File: src/rtl/barrel_shifter_pipe.sv
// Pipelined left/right barrel shifter (logical, arithmetic, rotate) with a
// stall-propagating valid/ready handshake; registers follow the stages set in PIPE_MASK.
module barrel_shifter_pipe #(
    parameter int WIDTH = 16,
    parameter int SHW = $clog2(WIDTH),
    parameter logic [SHW-1:0] PIPE_MASK = '1
) (
    input  logic             clk,
    input  logic             rst,
    input  logic             in_valid,
    output logic             in_ready,
    input  logic [WIDTH-1:0] in_data,
    input  logic [SHW-1:0]   in_shamt,
    input  logic             in_dir,
    input  logic [1:0]       in_mode,
    output logic             out_valid,
    input  logic             out_ready,
    output logic [WIDTH-1:0] out_data,
    output logic             out_zero
);

    function automatic logic [WIDTH-1:0] bit_rev(input logic [WIDTH-1:0] v);
        logic [WIDTH-1:0] r;
        for (int i = 0; i < WIDTH; i++) r[i] = v[WIDTH-1-i];
        return r;
    endfunction

    function automatic logic [WIDTH-1:0] shl_stage(input logic [WIDTH-1:0] v, input int n,
                                                   input logic rot, input logic fill);
        logic [WIDTH-1:0] r;
        r = v << n;
        if (rot) r = r | (v >> (WIDTH - n));
        else if (fill) r = r | ~({WIDTH{1'b1}} << n);
        return r;
    endfunction

    logic [SHW-1:0]   vld_q, vld_d;
    logic [WIDTH-1:0] dat_q [SHW];
    logic [WIDTH-1:0] dat_d [SHW];
    logic [SHW-1:0]   sh_q [SHW];
    logic [SHW-1:0]   sh_d [SHW];
    logic [1:0]       mode_q [SHW];
    logic [1:0]       mode_d [SHW];
    logic [SHW-1:0]   dir_q, dir_d, fill_q, fill_d;

    logic             out_valid_q, out_valid_d;
    logic [WIDTH-1:0] out_data_q, out_data_d;
    logic             out_zero_q, out_zero_d;

    logic [SHW:0]     rdy;
    logic             cur_v, cur_dir, cur_fill;
    logic [WIDTH-1:0] cur_data, m_data, res;
    logic [SHW-1:0]   cur_sh;
    logic [1:0]       cur_mode;

    always_comb begin
        vld_d       = vld_q;
        dat_d       = dat_q;
        sh_d        = sh_q;
        mode_d      = mode_q;
        dir_d       = dir_q;
        fill_d      = fill_q;
        out_valid_d = out_valid_q;
        out_data_d  = out_data_q;
        out_zero_d  = out_zero_q;

        // Ready flows backwards: a full register can take a beat only if its successor moves.
        rdy[SHW] = out_ready | ~out_valid_q;
        for (int k = SHW - 1; k >= 0; k--) begin
            if (PIPE_MASK[k]) rdy[k] = ~vld_q[k] | rdy[k+1];
            else              rdy[k] = rdy[k+1];
        end

        // Right shifts run through the left-shift datapath on the bit-reversed operand.
        cur_v    = in_valid;
        cur_dir  = in_dir;
        cur_mode = in_mode;
        cur_sh   = in_shamt;
        cur_fill = (in_mode == 2'b01) & in_dir & in_data[WIDTH-1];
        cur_data = in_dir ? bit_rev(in_data) : in_data;
        m_data   = cur_data;

        for (int k = 0; k < SHW; k++) begin
            m_data = cur_sh[k] ? shl_stage(cur_data, 1 << k, cur_mode == 2'b10, cur_fill)
                               : cur_data;
            if (PIPE_MASK[k]) begin
                if (rdy[k]) begin
                    vld_d[k] = cur_v;
                    if (cur_v) begin
                        dat_d[k]  = m_data;
                        sh_d[k]   = cur_sh;
                        mode_d[k] = cur_mode;
                        dir_d[k]  = cur_dir;
                        fill_d[k] = cur_fill;
                    end
                end
                cur_v    = vld_q[k];
                cur_data = dat_q[k];
                cur_sh   = sh_q[k];
                cur_mode = mode_q[k];
                cur_dir  = dir_q[k];
                cur_fill = fill_q[k];
            end else begin
                cur_data = m_data;
            end
        end

        res = cur_dir ? bit_rev(cur_data) : cur_data;
        if (rdy[SHW]) begin
            out_valid_d = cur_v;
            if (cur_v) begin
                out_data_d = res;
                out_zero_d = (res == '0);
            end
        end
    end

    always_ff @(posedge clk) begin
        if (rst) begin
            vld_q       <= '0;
            dir_q       <= '0;
            fill_q      <= '0;
            out_valid_q <= 1'b0;
            out_data_q  <= '0;
            out_zero_q  <= 1'b1;
            for (int k = 0; k < SHW; k++) begin
                dat_q[k]  <= '0;
                sh_q[k]   <= '0;
                mode_q[k] <= '0;
            end
        end else begin
            vld_q       <= vld_d;
            dir_q       <= dir_d;
            fill_q      <= fill_d;
            out_valid_q <= out_valid_d;
            out_data_q  <= out_data_d;
            out_zero_q  <= out_zero_d;
            for (int k = 0; k < SHW; k++) begin
                dat_q[k]  <= dat_d[k];
                sh_q[k]   <= sh_d[k];
                mode_q[k] <= mode_d[k];
            end
        end
    end

    assign in_ready  = rdy[0];
    assign out_valid = out_valid_q;
    assign out_data  = out_data_q;
    assign out_zero  = out_zero_q;

endmodule

File: config.mk
export PLATFORM = sky130hd
export DESIGN_NAME = barrel_shifter_pipe
export DESIGN_NICKNAME = d
export VERILOG_FILES = /design/src/rtl/barrel_shifter_pipe.sv
export SDC_FILE = /design/constraint.sdc
export NUM_CORES = 1
export LEC_CHECK = 0
export CORE_MARGIN = 8
export CORE_UTILIZATION = 40
export CTS_CLUSTER_SIZE = 14
export DETAILED_ROUTE_END_ITERATION = 6
export GPL_TIMING_DRIVEN = 0
export PLACE_DENSITY = 0.57
export SLEW_MARGIN = 25
export SYNTH_ARGS = -nofsm -noshare
export SYNTH_HDL_FRONTEND = slang
export SYNTH_SLANG_ARGS = --single-unit
File: constraint.sdc
create_clock -name clk -period 2 [get_ports clk]
set_input_delay 0.4 -clock clk [delete_from_list [all_inputs] [get_ports clk]]
set_output_delay 0.4 -clock clk [all_outputs]
set_load 0.02 [all_outputs]
### After elaboration in Yosys (flattened, before gate mapping)

Cells that the tools add are included.

| storage, ports and cells | value |
|---|---|
| word-level logic and storage cells | 65 |
| register bits after elaboration | 111 |
| input port bits | 27 |
| output and inout port bits | 19 |

| operators by class | value |
|---|---|
| bitwise operators | 16 |
| reduce and logical (&&, ||, !) cells | 6 |
| muxes and demuxes | 14 |
| eq/ne operators | 5 |

Operators with widths:

| kind | count |
|---|---|
| 16-bit two-way mux | 10 |
| 16-bit zero test | 1 |
| 16-bit by 1-bit bitwise OR with 16-bit output | 1 |
| 16-bit by 2-bit bitwise OR with 16-bit output | 1 |
| 16-bit by 4-bit bitwise OR with 16-bit output | 1 |
| 16-bit by 8-bit bitwise OR with 16-bit output | 1 |
| 2-bit AND reduction | 5 |
| 2-bit == test, second input constant | 4 |
| 8-bit two-way mux | 1 |
| 1-bit inverter | 5 |
| 1-bit bitwise OR | 5 |
| 4-bit two-way mux | 1 |
| 1-bit bitwise AND | 2 |
| 2-bit by 1-bit == test with 1-bit output, second input constant | 1 |
| 2-bit two-way mux | 1 |
| 1-bit two-way mux | 1 |

### Depth between registers and ports, before layout

Gate-level depths: netlist of run 1.

| depth | value |
|---|---|
| word-level depth | 7 |
| gate-level depth with buffers | 6 |

### Worst setup path before layout of run 1

OpenSTA, ideal clock, no wires.

| timing path | value |
|---|---|
| path kind | input to register |
| from | input port in_shamt[0] |
| to | register dat_q[54] (netlist name) |
| slack | 0.531 ns |
| arrival | 1.337 ns |
| buffers on the path | 2 |
| stages | 5 |
| cells stage by stage | buf_4 > buf_1 > mux4_2 > nor2_1 > nor3_1 |

| between the ends | value |
|---|---|
| longest elaborated chain between the ends | 1 |

Ends and longest elaborated chain:

| element | RTL line | RTL |
|---|---|---|
| from (decl) | 13 | `input logic [SHW-1:0] in_shamt,` |
| 16-bit two-way mux | 84 | `m_data = cur_sh[k] ? shl_stage(cur_data, 1 << k, cur_mode == 2'b10, cur_fill)` |
| to (signal, indexed assignment) | 139 | `dat_q[k] <= dat_d[k];` |
| to (decl) | 38 | `logic [WIDTH-1:0] dat_q [SHW];` |

No other way between the ends.
A chain may end at the register's enable or synchronous reset.

### Worst setup path after layout of run 1

| timing path | value |
|---|---|
| from | input port out_ready |
| to | output port in_ready |

| between the ends | value |
|---|---|
| longest elaborated chain between the ends | 5 |

Ends and longest elaborated chain:

| element | RTL line | RTL |
|---|---|---|
| from (decl) | 17 | `input logic out_ready,` |
| 1-bit bitwise OR | 68 | `rdy[SHW] = out_ready \| ~out_valid_q;` |
| 1-bit bitwise OR (4 in series) | 70 | `if (PIPE_MASK[k]) rdy[k] = ~vld_q[k] \| rdy[k+1];` |
| to (decl) | 11 | `output logic in_ready,` |

No other way between the ends.

==> results.yml, run 1 <==
cts:
  clockRootBuffer: "clkbuf_16"
  cts.clk_slew.worst_paths_ns: 0.07
  numCtsBuffers: 9
  cts_tree: "built"
  clockBufferDepth: 2
  postCtsSetupRepairBufs: 0
  clock_sinks: 105
  clk_latency_ns: 0.34
  htreeDepth: 3
synthesis:
  ys_warn_count: 0
  netlist_instances: 537
  synth-seq-area-share: 0.425
  netlist_area_sq_um: 4940
  syn-num-nets: 564
  synth_area_leaders: "dfxtp_1 (43%), mux2i_1 (13%), nor2_1 (7.2%)"
  synth_largest_area_cell: "dfxtp_1"
  async_reset_ff_frac: 0
  synth.ff_latch_count: 105
  syn_area_per_cell_sq_um: 9.20
  ys_types: 36
  synth_edf_count: 0
  ys.flop_type: "dfxtp_1"
  synth_top_area_share: 0.425
setup_path:
  arrival_ns: 1.54
  worstReg2RegStart: "vld_q[3]"
  path_max_fanout: 5
  crit_required_ns: 1.60
  crit_family: "buffers and inverters"
  path_cells: "clkdlybuf4s50_1 -> and4b_1 -> buf_6 -> nand3_2 -> buf_6"
  critPathBufInv: 3
  criticalPathCategory: "input pin to output port"
  slowest_stage: "clkdlybuf4s50_1"
  startpoint: "out_ready"
  start_kind: "input pin"
  rrSetupSlack_ns: 0.38
  end_kind: "output port"
  path_common_cell: "buf_6"
  slowest_delay_ns: 0.45
timing:
  fmax_mhz: 515
  min_period_over_period: 0.970
  slew_violations: 0
  setup_slack_ns: 0.0597
  timing.slew.headroom: 0.554
  rsz0062_at_grt: "false"
  fin_tns_setup_ns: 0
  finalClockSkew_ns: 0.00770
  setup_viol: 0
  period_needed_ns: 1.94
  holdWs_ns: 0.439
  worst_slew_pin_slew_ns: 0.669
  timing.final.hold_violations: 0
global_routing:
  antenna_found_initial: 0
  grt_max_degree: 18
  grt_usage: 0.154
  grt_pass1_wl_mm: 20.1
  overflow: 0
  grt_pass1_vias: 4070
route:
  vias: 3990
  drt-initial-drc-count: 138
  wirelength_mm: 12.1
  drt_pass1_iterations: 4
  drc: 0
  via_per_inst: 5.23
  detail-route-antenna-nets: 0
  wl_per_cell_microns: 15.9
floorplanning:
  fp.coreArea_sq_um: 12100
  die_w_microns: 127
  start_util: 0.410
  pin_count: 46
  rows: 40
  die_h_microns: 127
  die-area_sq_um: 16200
layout:
  diodes: 0
  layout-drive-gt1-share: 0.126
  syn_to_final_growth_pct: 18.9
  final_nets: 617
run_status:
  status: "finished, final reports clean"
pwr:
  ir_drop_mv: 0.327
  powerDensity_nw_per_um2: 768
  p_leak_nw: 1.88
place:
  hpwl_mm: 9.50
  io_buffers: 42
  place_congestion: 0.796
  pre_cts_ws_ns: -0.402
min_path:
  min_from: "in_dir"
  hp-class: "input pin to flip-flop"
flow_run:
  maxCapViolations: 0
==> per-layer routing <==
metal / vias to the layer above / global-route usage / part of all wire / routed length [microns]
li1: 2019 / - / - / -
met5: - / 0 / 0 / 0
met4: 0 / 0.0553 / 0.015 / 180
met2: 58 / 0.278 / 0.52 / 6240
met3: 15 / 0.0304 / 0.034 / 416
met1: 1898 / 0.176 / 0.44 / 5270
==> Yosys cell counts (2+ instances only) <==
master	n
a211oi_1	41
clkbuf_1	18
nand3_1	2
mux4_2	14
nand2_1	57
a211oi_2	10
buf_1	2
nand3b_1	2
buf_4	5
inv_1	5
nor3_1	14
a21oi_1	40
nor2_1	95
mux2i_1	65
nor2b_1	3
and2_1	2
buf_2	21
nand2b_1	3
a31o_2	2
nor4_1	4
dfxtp_1	105
a2111oi_0	2
a211o_1	12
==> worst min-delay path: stages <==
cell     delay (ns)
buf_2          0.18
nand2_1        0.10
a21oi_1        0.06
==> cell type report <==
class / instances / area [sq um]
Buffer: 48 / 238
Inverter: 5 / 18.8
Sequential cell: 105 / 2100
Timing Repair Buffer: 42 / 422
Fill cell: 1182 / 6190
Clock buffer: 9 / 225
Tap cell: 168 / 210
Multi-Input combinational cell: 379 / 2590
Clock inverter: 7 / 67.6
==> cells by family (layout without fill, tap and decap cells) <==
logic type / after synthesis / after routing / share of synthesized area
compound gates: 113 / 113 / 0.170
xor+xnor: 1 / 1 / 0.00177
simple gates: 186 / 186 / 0.156
buf+inv: 53 / 111 / 0.0511
mux: 79 / 79 / 0.195
flops: 105 / 105 / 0.425
==> stage by stage <==
stage          utilization  cell area, sq um  instances  power [mW]
6_report             0.487              5880        763        4.51
4_1_cts              0.486              5860        763        4.56
5_1_grt              0.487              5880        763        4.69
2_1_floorplan            -              4940        537        2.61
3_3_place_gp         0.462              5570        747        2.79
3_5_place_dp         0.462              5570        747        2.80
==> where the power goes <==
group	switching (mW)	leakage [nW]	internal (mW)
combinational	0.264	0.870	0.231
clock	0.794	0.150	0.971
sequential	0.0749	0.857	2.18
==> flip-flops by register name, indices dropped and copies added, names as in the netlist <==
| name | flops |
|---|---|
| mode_q | 6 |
| vld_q | 4 |
| out_data | 16 |
| fill_q | 3 |
| cur_data | 16 |
| sh_q | 6 |
| dat_q | 48 |
| out_zero | 1 |
| out_valid | 1 |
| dir_q | 4 |
==> path summary, 6_finish.rpt <==
path	to	cells past startpoint
max	in_ready	5
min	dir_q[0]	3
max reg2reg	dat_q[57]	5
min reg2reg	dir_q[3]	2
==> cell usage in the layout (no fill, tap or decap), drive strengths merged, types with 2 or more instances in the layout <==
cell             n
nand3b           2
nand2           57
clkinv           4
o21ai            3
nor2            95
clkbuf          28
nor4             4
a211o           12
a31o             2
nor2b            3
a2111oi          2
a211oi          51
mux2i           65
mux4            14
and2             2
nor3            14
nand2b           3
nand3            2
clkdlybuf4s50   41
inv              7
buf             30
dfxtp          105
a21oi           40
==> what timing repair did <==
item / in CTS / in global routing
endpoints found under the setup margin: 1 / 1
resized for setup: 4 / 4
hold buffers: 0 / 0
(Power assumes the default switching activity.)
==> run 2: changes to the inputs <==
--- a/config.mk
+++ b/config.mk
@@ -5,6 +5,7 @@
 export SDC_FILE = /design/constraint.sdc
 export NUM_CORES = 1
 export LEC_CHECK = 0
+export CAP_MARGIN = 20
 export CORE_MARGIN = 8
 export CORE_UTILIZATION = 40
 export CTS_CLUSTER_SIZE = 14
==> results of run 2 <==
No change in the layout: final DEF, timing and power equal those of run 1.
